===== src/rtl/alu_arbiter_if.sv =====
// Bundle of requester, response and shared-ALU signals for alu_arbiter.
// The slave modport is the arbiter's view; master is the environment's view.
interface alu_arbiter_if;
  logic       req0_valid;
  logic       req0_ready;
  logic [3:0] req0_opcode;
  logic [8:0] req0_a;
  logic [8:0] req0_b;
  logic       req1_valid;
  logic       req1_ready;
  logic [3:0] req1_opcode;
  logic [8:0] req1_a;
  logic [8:0] req1_b;
  logic       resp0_valid;
  logic       resp0_ready;
  logic       resp1_valid;
  logic       resp1_ready;
  logic [8:0] resp_data;
  logic       resp_err;
  logic [3:0] alu_opcode;
  logic [8:0] alu_a;
  logic [8:0] alu_b;
  logic [8:0] alu_out;
  logic       halted;

  modport slave (
    input  req0_valid, req0_opcode, req0_a, req0_b,
    input  req1_valid, req1_opcode, req1_a, req1_b,
    input  resp0_ready, resp1_ready, alu_out,
    output req0_ready, req1_ready, resp0_valid, resp1_valid,
    output resp_data, resp_err, alu_opcode, alu_a, alu_b, halted
  );

  modport master (
    output req0_valid, req0_opcode, req0_a, req0_b,
    output req1_valid, req1_opcode, req1_a, req1_b,
    output resp0_ready, resp1_ready, alu_out,
    input  req0_ready, req1_ready, resp0_valid, resp1_valid,
    input  resp_data, resp_err, alu_opcode, alu_a, alu_b, halted
  );
endinterface


===== src/rtl/alu_arbiter.sv =====
// Two-requester round-robin arbiter in front of a shared combinational ALU.
// One operation in flight at a time: IDLE -> EXEC -> RESP -> IDLE; HALT
// freezes the block until reset.
module alu_arbiter (
  input  logic         clk,
  input  logic         reset,
  alu_arbiter_if.slave bus
);

  localparam logic [1:0] ST_IDLE   = 2'd0;
  localparam logic [1:0] ST_EXEC   = 2'd1;
  localparam logic [1:0] ST_RESP   = 2'd2;
  localparam logic [1:0] ST_HALTED = 2'd3;

  localparam logic [3:0] OP_NOP  = 4'b1011;
  localparam logic [3:0] OP_HALT = 4'b1111;

  logic [1:0] state_reg;
  logic [1:0] state_next;
  logic       last_grant_reg;  // 1 when req1 was granted most recently
  logic [3:0] op_reg;
  logic [8:0] a_reg;
  logic [8:0] b_reg;
  logic       id_reg;
  logic [8:0] result_reg;
  logic       err_reg;

  logic [1:0] req_valid;
  logic [1:0] resp_ready;
  logic [1:0] grant;
  logic [1:0] req_ready;
  logic [1:0] resp_valid;
  logic       accept;
  logic       accept_id;
  logic       resp_done;
  logic [3:0] opcode_sel;
  logic       op_undef;

  assign req_valid  = {bus.req1_valid, bus.req0_valid};
  assign resp_ready = {bus.resp1_ready, bus.resp0_ready};

  // Round-robin grant: a lone requester wins, a tie goes to whoever did not win last.
  always_comb begin
    grant = 2'b00;
    if (req_valid == 2'b11) begin
      grant = last_grant_reg ? 2'b01 : 2'b10;
    end else begin
      grant = req_valid;
    end
  end

  // Per-port ready/valid decode.
  genvar gi;
  generate
    for (gi = 0; gi < 2; gi++) begin : g_port
      localparam logic PORT_ID = 1'(gi);
      assign req_ready[gi]  = (state_reg == ST_IDLE) && grant[gi];
      assign resp_valid[gi] = (state_reg == ST_RESP) && (id_reg == PORT_ID);
    end
  endgenerate

  assign accept     = |(req_valid & req_ready);
  assign accept_id  = grant[1];
  assign resp_done  = |(resp_valid & resp_ready);
  assign opcode_sel = accept_id ? bus.req1_opcode : bus.req0_opcode;
  assign op_undef   = (op_reg >= 4'b1100) && (op_reg <= 4'b1110);

  // Next-state decode for the operation sequencer.
  always_comb begin
    state_next = state_reg;
    case (state_reg)
      ST_IDLE: begin
        if (accept) begin
          state_next = (opcode_sel == OP_HALT) ? ST_HALTED : ST_EXEC;
        end
      end
      ST_EXEC:   state_next = ST_RESP;
      ST_RESP: begin
        if (resp_done) begin
          state_next = ST_IDLE;
        end
      end
      ST_HALTED: state_next = ST_HALTED;
      default:   state_next = ST_IDLE;
    endcase
  end

  // State, operand latch on accept and result capture at the end of EXEC.
  always_ff @(posedge clk) begin
    if (reset) begin
      state_reg      <= ST_IDLE;
      last_grant_reg <= 1'b1;
      op_reg         <= OP_NOP;
      a_reg          <= '0;
      b_reg          <= '0;
      id_reg         <= 1'b0;
      result_reg     <= '0;
      err_reg        <= 1'b0;
    end else begin
      state_reg <= state_next;
      if (accept) begin
        op_reg         <= opcode_sel;
        a_reg          <= accept_id ? bus.req1_a : bus.req0_a;
        b_reg          <= accept_id ? bus.req1_b : bus.req0_b;
        id_reg         <= accept_id;
        last_grant_reg <= accept_id;
      end
      if (state_reg == ST_EXEC) begin
        // Undefined opcodes return zero with the error flag rather than ALU garbage.
        result_reg <= op_undef ? 9'd0 : bus.alu_out;
        err_reg    <= op_undef;
      end
    end
  end

  assign bus.req0_ready  = req_ready[0];
  assign bus.req1_ready  = req_ready[1];
  assign bus.resp0_valid = resp_valid[0];
  assign bus.resp1_valid = resp_valid[1];
  assign bus.resp_data   = result_reg;
  assign bus.resp_err    = err_reg && (state_reg == ST_RESP);
  assign bus.halted      = (state_reg == ST_HALTED);

  // The shared ALU only sees real operands during EXEC; otherwise it idles on NOP.
  assign bus.alu_opcode = (state_reg == ST_EXEC) ? op_reg : OP_NOP;
  assign bus.alu_a      = (state_reg == ST_EXEC) ? a_reg  : 9'd0;
  assign bus.alu_b      = (state_reg == ST_EXEC) ? b_reg  : 9'd0;

endmodule


===== src/flat_wrapper.sv =====
// flat-port wrapper written by rule: the top's interface ports become plain ports
module alu_arbiter_flat 
  (clk, reset, bus_req0_valid, bus_req0_opcode, bus_req0_a, bus_req0_b, bus_req1_valid, bus_req1_opcode, bus_req1_a, bus_req1_b, bus_resp0_ready, bus_resp1_ready, bus_alu_out, bus_req0_ready, bus_req1_ready, bus_resp0_valid, bus_resp1_valid, bus_resp_data, bus_resp_err, bus_alu_opcode, bus_alu_a, bus_alu_b, bus_halted);
  alu_arbiter_if bus_i ();
  input  logic clk;
  input  logic reset;
  input wire logic [$bits(bus_i.req0_valid)-1:0] bus_req0_valid;
  input wire logic [$bits(bus_i.req0_opcode)-1:0] bus_req0_opcode;
  input wire logic [$bits(bus_i.req0_a)-1:0] bus_req0_a;
  input wire logic [$bits(bus_i.req0_b)-1:0] bus_req0_b;
  input wire logic [$bits(bus_i.req1_valid)-1:0] bus_req1_valid;
  input wire logic [$bits(bus_i.req1_opcode)-1:0] bus_req1_opcode;
  input wire logic [$bits(bus_i.req1_a)-1:0] bus_req1_a;
  input wire logic [$bits(bus_i.req1_b)-1:0] bus_req1_b;
  input wire logic [$bits(bus_i.resp0_ready)-1:0] bus_resp0_ready;
  input wire logic [$bits(bus_i.resp1_ready)-1:0] bus_resp1_ready;
  input wire logic [$bits(bus_i.alu_out)-1:0] bus_alu_out;
  output wire logic [$bits(bus_i.req0_ready)-1:0] bus_req0_ready;
  output wire logic [$bits(bus_i.req1_ready)-1:0] bus_req1_ready;
  output wire logic [$bits(bus_i.resp0_valid)-1:0] bus_resp0_valid;
  output wire logic [$bits(bus_i.resp1_valid)-1:0] bus_resp1_valid;
  output wire logic [$bits(bus_i.resp_data)-1:0] bus_resp_data;
  output wire logic [$bits(bus_i.resp_err)-1:0] bus_resp_err;
  output wire logic [$bits(bus_i.alu_opcode)-1:0] bus_alu_opcode;
  output wire logic [$bits(bus_i.alu_a)-1:0] bus_alu_a;
  output wire logic [$bits(bus_i.alu_b)-1:0] bus_alu_b;
  output wire logic [$bits(bus_i.halted)-1:0] bus_halted;
  assign bus_i.req0_valid = bus_req0_valid;
  assign bus_i.req0_opcode = bus_req0_opcode;
  assign bus_i.req0_a = bus_req0_a;
  assign bus_i.req0_b = bus_req0_b;
  assign bus_i.req1_valid = bus_req1_valid;
  assign bus_i.req1_opcode = bus_req1_opcode;
  assign bus_i.req1_a = bus_req1_a;
  assign bus_i.req1_b = bus_req1_b;
  assign bus_i.resp0_ready = bus_resp0_ready;
  assign bus_i.resp1_ready = bus_resp1_ready;
  assign bus_i.alu_out = bus_alu_out;
  assign bus_req0_ready = bus_i.req0_ready;
  assign bus_req1_ready = bus_i.req1_ready;
  assign bus_resp0_valid = bus_i.resp0_valid;
  assign bus_resp1_valid = bus_i.resp1_valid;
  assign bus_resp_data = bus_i.resp_data;
  assign bus_resp_err = bus_i.resp_err;
  assign bus_alu_opcode = bus_i.alu_opcode;
  assign bus_alu_a = bus_i.alu_a;
  assign bus_alu_b = bus_i.alu_b;
  assign bus_halted = bus_i.halted;
  alu_arbiter u_core (.clk(clk), .reset(reset), .bus(bus_i));
endmodule

===== config.mk =====
export PLATFORM = sky130hd
export DESIGN_NAME = alu_arbiter_flat
export DESIGN_NICKNAME = d
export VERILOG_FILES = /design/src/rtl/alu_arbiter_if.sv /design/src/rtl/alu_arbiter.sv /design/src/flat_wrapper.sv
export SDC_FILE = /design/constraint.sdc
export NUM_CORES = 1
export LEC_CHECK = 0
export CAP_MARGIN = 5
export CORE_MARGIN = 1
export CORE_UTILIZATION = 42
export CTS_CLUSTER_DIAMETER = 80
export CTS_CLUSTER_SIZE = 30
export DETAILED_ROUTE_END_ITERATION = 8
export PLACE_DENSITY_LB_ADDON = 0.15
export SYNTH_ARGS = -nofsm -noshare
export SYNTH_HDL_FRONTEND = slang
export SYNTH_SLANG_ARGS = --single-unit
export TNS_END_PERCENT = 5

===== constraint.sdc =====
create_clock -name clk -period 4.8 [get_ports clk]
set_clock_uncertainty 0.2 [all_clocks]
set_input_delay 0.72 -clock clk [delete_from_list [all_inputs] [get_ports clk]]
set_output_delay 0.72 -clock clk [all_outputs]
set_load 0.005 [all_outputs]

==> results of run 1 <==
[layout by cell type (no fill, tap or decap), drive strengths merged]
master         count
a211o              3
a211oi            20
a21boi             1
a21oi              1
a221o              1
a22oi              9
a31oi              1
a32oi              1
and2              21
and4               1
buf                3
bufinv             1
clkbuf             5
clkdlybuf4s50     95
clkinv             1
clkinvlp           1
dfxtp             36
ha                 6
inv                4
mux2i             22
nand2              6
nand2b             3
nand3b             1
nand4              1
nor2              35
nor2b              2
nor3               2
o211a              1
o21a               1
o21ai              2
o32ai              1
[logic make-up (layout without fill, tap and decap cells)]
family / Yosys count / in the layout / share of synthesized area
and+or+nand+nor: 72 / 72 / 0.194
AOI/OAI and AO/OA: 42 / 42 / 0.182
DFF: 36 / 36 / 0.400
muxes: 22 / 22 / 0.122
buffers and inverters: 17 / 110 / 0.0611
adders and majority gates: 6 / 6 / 0.0416
[critical path: stages]
cell and delay (ns):
clkdlybuf4s50_1 0.52, a21boi_4 0.18, buf_4 0.36, nand2_1 0.13, inv_1 0.06, clkdlybuf4s50_1 0.48
[power groups by stage]
stage	clock network, mW	registers [mW]	logic, mW
floorplan	0	0.452	0.384
global placement	0	0.459	0.616
detailed placement	0	0.465	0.624
CTS	0.269	0.458	0.628
global route	0.284	0.473	0.702
finish	0.263	0.459	0.620
[routing by layer]
layer,track usage,vias to the layer above
met5,0,-
met3,0.0811,6
li1,-,876
met4,0.0824,0
met2,0.350,68
met1,0.233,752
[cell type report]
class                   instances  area [µm²]
flip-flops and latches         36         721
multi-input cells             142         980
clock buffers                   5        68.8
inverters                       4        15.0
repair buffers                 98         973
well taps                      50        62.6
clock inverters                 3        42.5
fillers                       356        1190
[final timing paths]
kind,slack (ns),endpoint,from
setup reg to reg,2.42,u_core.bus.resp_data[7],u_core.state_reg[1]
hold / removal,0.29,u_core.op_reg[1],u_core.op_reg[1]
hold reg to reg,0.29,u_core.op_reg[1],u_core.op_reg[1]
setup / recovery,1.42,bus_req1_ready,bus_req1_valid
[metrics by stage]
step	cells	util
finish	338	0.706
global route	338	0.706
CTS	338	0.706
detailed placement	330	0.678
global placement	330	0.678
floorplan	195	-
==> impl_metrics.json, run 1 <==
{
  "outcome": "complete, no violations",
  "hold_viol": 0,
  "comb_power_share": 0.462,
  "io_pins": 96,
  "cts.clk_slew.worst_paths_ns": 0.08,
  "async_flop_share": 0,
  "worst_pin_slew_ns": 0.764,
  "dp_hpwl_mm": 3.13,
  "power_frac_seq": 0.342,
  "layout-drive-gt1-share": 0.0486,
  "synth_cell_types": 32,
  "worst_slack_ns": 1.42,
  "highest_layer": "met4",
  "post_cts_buffers": 0,
  "tns_ns": 0,
  "path_max_fanout": 25,
  "yosys-top-cells-count": "36 x dfxtp_1, 35 x nor2_1, 22 x mux2i_1",
  "crit_required_ns": 3.88,
  "synth-main-ff-cell": "dfxtp_1",
  "clkPwrFrac": 0.196,
  "vdd_drop_max_v": 0.000211,
  "drt-total-wl_mm": 4.31,
  "rows": 23,
  "maxCapViolCount": 0,
  "wl_met1_mm": 1.86,
  "dpl_cell_area_um2": 2750,
  "relSlewSlack": 0.491,
  "hp-class": "flip-flop to flip-flop",
  "clk_path_buf_depth": 2,
  "vias": 1702,
  "grt_pass1_wl_mm": 7.00,
  "clock-sinks": 36,
  "antenna_found_initial": 0,
  "coreArea_um2": 4060,
  "layout.nets": 352,
  "gp_congestion": 0.788,
  "start_util": 0.444,
  "wl_met3_um": 423,
  "post_cts_resize_count": 0,
  "clk_latency_ns": 0.29,
  "finalHoldWorstSlack_ns": 0.287,
  "ys_seq_area_frac": 0.400,
  "synth_warnings": 0,
  "antennaDiodeCount": 0,
  "p_leak_nw": 1.12,
  "synth_top_area_frac": 0.400,
  "fin_area_um2": 2860,
  "htreeDepth": 2,
  "wl_met2_mm": 1.97,
  "die_h_um": 67.5,
  "startpoint_type": "primary input",
  "firstDrtPassIters": 4,
  "fmax_ghz": 0.296,
  "yosys.area.top_type": "dfxtp_1",
  "synth_edf_count": 0,
  "cts_buffers": 5,
  "place_ws_ns": 1.40,
  "p_sw_mw": 0.467,
  "drtIter0Drc": 82,
  "min_period_over_period": 0.705,
  "power.density_nw_per_um2": 469,
  "chipWidth_um": 67.5,
  "cts_hold_buf": 0,
  "setup_violations": 0,
  "p_total_mw": 1.34,
  "yosysMostFrequentCell": "dfxtp_1",
  "cts-root-buf": "clkbuf_8",
  "drc": 0,
  "worstSetupPathType": "primary input to output port",
  "ys_ff_latch": 36,
  "detail_route.wl_per_cell_um": 12.7,
  "gr-total-overflow": 0,
  "synth_nets": 260,
  "io_buffer_count": 95,
  "postRouteAntennaNets": 0,
  "intPower_mw": 0.875,
  "design.die.area_um2": 4560,
  "grt_max_degree": 39,
  "syn_area_um2": 1800,
  "cp-end-kind": "output port",
  "viasPerCell": 5.04,
  "grt_use_total": 0.208,
  "swShare": 0.348,
  "min_period_ns": 3.38,
  "worstPathArrival_ns": 2.46,
  "rsz0062_at_grt": "no",
  "synth_cells": 195,
  "slew_viol_final": 0,
  "cts_tree": "yes",
  "reg2regPathDepth": 6,
  "avgSynthCellArea_um2": 9.25,
  "grt_pass1_vias": 1560,
  "area_growth_pct": 58.8,
  "hold_depth": 1,
  "synth_area_leaders": "dfxtp_1 40%, mux2i_1 12%, a211oi_1 8.3%"
}
Note: power is estimated with default switching activity, not from simulation.
==> run 2, diff against run 1 <==
- CORE_UTILIZATION: 42 -> 35
- clock period: 4.8 -> 2.75 ns (I/O delays scaled with it)
==> impl_metrics.json, run 2 (synthesis results as in run 1) <==
{
  "drc": 0,
  "fmax_ghz": 0.415,
  "postRouteAntennaNets": 0,
  "antennaDiodeCount": 0,
  "post_cts_buffers": 0,
  "swShare": 0.350,
  "viasPerCell": 4.78,
  "relSlewSlack": 0.655,
  "layout_commonest_cell": "clkdlybuf4s50_1",
  "rows": 25,
  "worst_pin_slew_ns": 0.516,
  "dp_hpwl_mm": 3.28,
  "start_util": 0.372,
  "p_total_mw": 2.28,
  "io_pins": 96,
  "grt_max_degree": 39,
  "grt_pass1_vias": 1571,
  "cts.clk_slew.worst_paths_ns": 0.07,
  "clkPwrFrac": 0.170,
  "detail_route.wl_per_cell_um": 12.5,
  "vdd_drop_max_v": 0.000345,
  "outcome": "complete, no violations",
  "min_period_ns": 2.41,
  "placed_cells": 349,
  "worstPathArrival_ns": 1.80,
  "cts_buffers": 5,
  "gp_congestion": 0.748,
  "p_sw_mw": 0.797,
  "design.die.area_um2": 5440,
  "post_cts_resize_count": 0,
  "grt_pass1_wl_mm": 7.02,
  "power_frac_seq": 0.349,
  "chipWidth_um": 73.8,
  "cts_hold_buf": 0,
  "hp-class": "flip-flop to flip-flop",
  "p_leak_nw": 1.12,
  "firstDrtPassIters": 4,
  "clk_path_buf_depth": 2,
  "layout.nets": 354,
  "crit_required_ns": 2.14,
  "startpoint_type": "flip-flop",
  "grt_use_total": 0.171,
  "cp-end-kind": "output port",
  "power.density_nw_per_um2": 791,
  "vias": 1707,
  "tns_ns": 0,
  "final_cell_mix": "95 x clkdlybuf4s50_1, 36 x dfxtp_1, 35 x nor2_1",
  "io_buffer_count": 95,
  "cts-root-buf": "clkbuf_8",
  "cts_tree": "yes",
  "utilization": 0.594,
  "maxCapViolCount": 0,
  "htreeDepth": 2,
  "worstSetupPathType": "flip-flop to output port",
  "drtIter0Drc": 48,
  "path_max_fanout": 18,
  "die_h_um": 73.8,
  "intPower_mw": 1.48,
  "drt-total-wl_mm": 4.47,
  "setup_violations": 0,
  "antenna_found_initial": 0,
  "layout-drive-gt1-share": 0.0483,
  "comb_power_share": 0.481,
  "hold_viol": 0,
  "clock-sinks": 36,
  "min_period_over_period": 0.876,
  "finalNonFillerCells": 357,
  "area_growth_pct": 59.6,
  "clk_latency_ns": 0.29,
  "coreArea_um2": 4850,
  "gr-total-overflow": 0,
  "slew_viol_final": 0,
  "rsz0062_at_grt": "no"
}
run 2: changes by cell type in the layout (fill, tap and decap cells not counted):
cell / previous run / this run
clkbuf_8: 5 / 6
bufinv_16: 1 / 0
clkbuf_1: 0 / 2
clkinvlp_4: 1 / 0
clkinv_2: 1 / 0
buf_4: 3 / 5
run 2: area by class of cell:
| class | instances | area, µm² |
|---|---|---|
| inverters | 4 | 15.0 |
| fillers | 433 | 1970 |
| flip-flops and latches | 36 | 721 |
| repair buffers | 100 | 988 |
| multi-input cells | 142 | 980 |
| well taps | 67 | 83.8 |
| clock buffers | 8 | 90.1 |
run 2: worst max-delay path, stage by stage, from the launching register on:
cell and delay, ns:
dfxtp_1 0.34, inv_1 0.13, ha_1 0.18, buf_4 0.19, and2_1 0.15, clkdlybuf4s50_1 0.51
run 2: final timing paths:
check / from / to / slack, ns / cells past startpoint
hold reg to reg: u_core.err_reg / u_core.err_reg / 0.27 / 2
setup / recovery: u_core.state_reg[1] / bus_alu_a[4] / 0.34 / 5
setup reg to reg: u_core.state_reg[1] / u_core.state_reg[0] / 0.86 / 6
hold / removal: u_core.err_reg / u_core.err_reg / 0.27 / 2
run 2: layer usage:
metal	wire length [µm]	up-vias	share of wire	track usage
met5	0	-	0	0
met4	70	0	0.016	0.0769
met3	417	7	0.093	0.0658
met2	2020	65	0.45	0.271
met1	1960	759	0.44	0.204
li1	-	876	-	-
run 2: through the flow:
step           cell area (µm²)  hold slack [ns]  setup slack [ns]
6_report                  2880            0.275             0.340
5_1_grt                   2880            0.311             0.199
4_1_cts                   2880            0.276             0.311
3_5_place_dp              2790            0.264             0.352
3_3_place_gp              2790            0.262             0.396
2_1_floorplan             1800            0.249              1.08
run 2: power by group through the flow:
stage | logic (mW) | registers [mW] | clock network (mW)
after floorplan | 0.671 | 0.788 | 0
after global placement | 1.11 | 0.801 | 0
after detailed placement | 1.11 | 0.807 | 0
after CTS | 1.12 | 0.796 | 0.398
after global routing | 1.24 | 0.818 | 0.420
final | 1.09 | 0.795 | 0.386
==> run 3, diff against run 2 <==
- CAP_MARGIN: 5 -> default
- RECOVER_POWER: default -> 100
==> impl_metrics.json, run 3 (synthesis results as in run 1) <==
{
  "cts_buffers": 5,
  "cts_hold_buf": 0,
  "power_frac_seq": 0.357,
  "min_period_ns": 2.53,
  "drt-total-wl_mm": 4.47,
  "grt_use_total": 0.171,
  "rows": 25,
  "comb_power_share": 0.470,
  "utilization": 0.591,
  "rr_startpoint": "u_core.state_reg[1]",
  "worst_pin_slew_ns": 0.872,
  "rsz0062_at_grt": "no",
  "dpl_cell_area_um2": 2790,
  "hp-start": "u_core.err_reg",
  "final-seq-area_um2": 721,
  "cp-end-kind": "output port",
  "maxCapViolCount": 0,
  "clock-sinks": 36,
  "detail_route.wl_per_cell_um": 12.5,
  "coreArea_um2": 4850,
  "post_cts_buffers": 0,
  "crit_required_ns": 2.14,
  "hp-class": "flip-flop to flip-flop",
  "io_pins": 96,
  "post_cts_resize_count": 0,
  "relSlewSlack": 0.416,
  "startpoint_type": "flip-flop",
  "power.density_nw_per_um2": 775,
  "dp_hpwl_mm": 3.28,
  "grt_pass1_vias": 1571,
  "postRouteAntennaNets": 0,
  "fmax_ghz": 0.395,
  "fillerInstances": 435,
  "htreeDepth": 2,
  "min_period_over_period": 0.920,
  "firstDrtPassIters": 4,
  "layout-drive-gt1-share": 0.0414,
  "cts.clk_slew.worst_paths_ns": 0.07,
  "setup_violations": 0,
  "gp_congestion": 0.748,
  "swShare": 0.354,
  "final_cell_mix": "65 x clkdlybuf4s50_1, 36 x dfxtp_1, 35 x nor2_1",
  "intPower_mw": 1.43,
  "area_growth_pct": 59.0,
  "tns_ns": 0,
  "antenna_found_initial": 0,
  "p_total_mw": 2.22,
  "path_max_fanout": 18,
  "vdd_drop_max_v": 0.000346,
  "slew_viol_final": 0,
  "clk_latency_ns": 0.29,
  "io_buffer_count": 95,
  "p_leak_nw": 1.18,
  "layout.nets": 354,
  "p_sw_mw": 0.788,
  "start_util": 0.372,
  "drtIter0Drc": 62,
  "clkPwrFrac": 0.173,
  "grt_max_degree": 39,
  "multi_input_area_um2": 973,
  "cts_tree": "yes",
  "design.die.area_um2": 5440,
  "layout_commonest_cell": "clkdlybuf4s50_1",
  "worstPathArrival_ns": 1.92,
  "outcome": "complete, no violations",
  "grt_pass1_wl_mm": 7.02,
  "viasPerCell": 4.78,
  "chipWidth_um": 73.8,
  "vias": 1705,
  "crit_path_start": "u_core.state_reg[1]",
  "gr-total-overflow": 0,
  "antennaDiodeCount": 0,
  "die_h_um": 73.8,
  "clk_path_buf_depth": 2,
  "cts-root-buf": "clkbuf_8",
  "hold_viol": 0,
  "worstSetupPathType": "flip-flop to output port",
  "fin_area_um2": 2870,
  "drc": 0
}
[run 3: cell count changes in the layout (fill, tap and decap cells not counted), sizes merged]
cell and change:
dlygate4sd3 +30, buf -2, clkbuf +2, clkdlybuf4s50 -30
[run 3: per-stage QoR]
step / cells / hold slack (ns) / worst slack [ns]
2_1_floorplan: 195 / 0.249 / 1.08
3_3_place_gp: 349 / 0.262 / 0.396
3_5_place_dp: 349 / 0.264 / 0.352
4_1_cts: 357 / 0.276 / 0.311
5_1_grt: 357 / 0.312 / 0.112
6_report: 357 / 0.272 / 0.219
[run 3: layout make-up]
class                      count  share of cell area
timing repair buffer         100               0.343
multi-input combinational    142               0.340
sequential                    36               0.251
clock buffer                   8              0.0314
tap                           67              0.0292
inverter                       4             0.00524
[run 3: metal layers]
metal | wire (µm) | part of all wire | vias to the layer above | GRT usage
li1 | - | - | 876 | -
met1 | 1960 | 0.44 | 754 | 0.204
met2 | 2010 | 0.45 | 68 | 0.271
met3 | 431 | 0.096 | 7 | 0.0658
met4 | 70 | 0.016 | 0 | 0.0769
met5 | 0 | 0 | - | 0
[run 3: worst paths after layout]
check / end / slack [ns] / depth (start not counted)
min reg2reg: u_core.err_reg / 0.27 / 2
min: u_core.err_reg / 0.27 / 2
max: bus_alu_b[8] / 0.22 / 5
max reg2reg: u_core.bus.resp_data[2] / 0.54 / 7
[run 3: power groups by stage]
stage	Clock (mW)	Combinational [mW]	Sequential (mW)
6_report	0.385	1.04	0.793
5_1_grt	0.420	1.19	0.815
4_1_cts	0.398	1.12	0.796
3_5_place_dp	0	1.11	0.807
3_3_place_gp	0	1.11	0.801
2_1_floorplan	0	0.671	0.788
[run 3: worst max-delay path: stages, from the launching register on]
cell and delay, ns:
dfxtp_1 0.39, inv_1 0.11, ha_1 0.20, buf_4 0.19, and2_1 0.16, dlygate4sd3_1 0.58
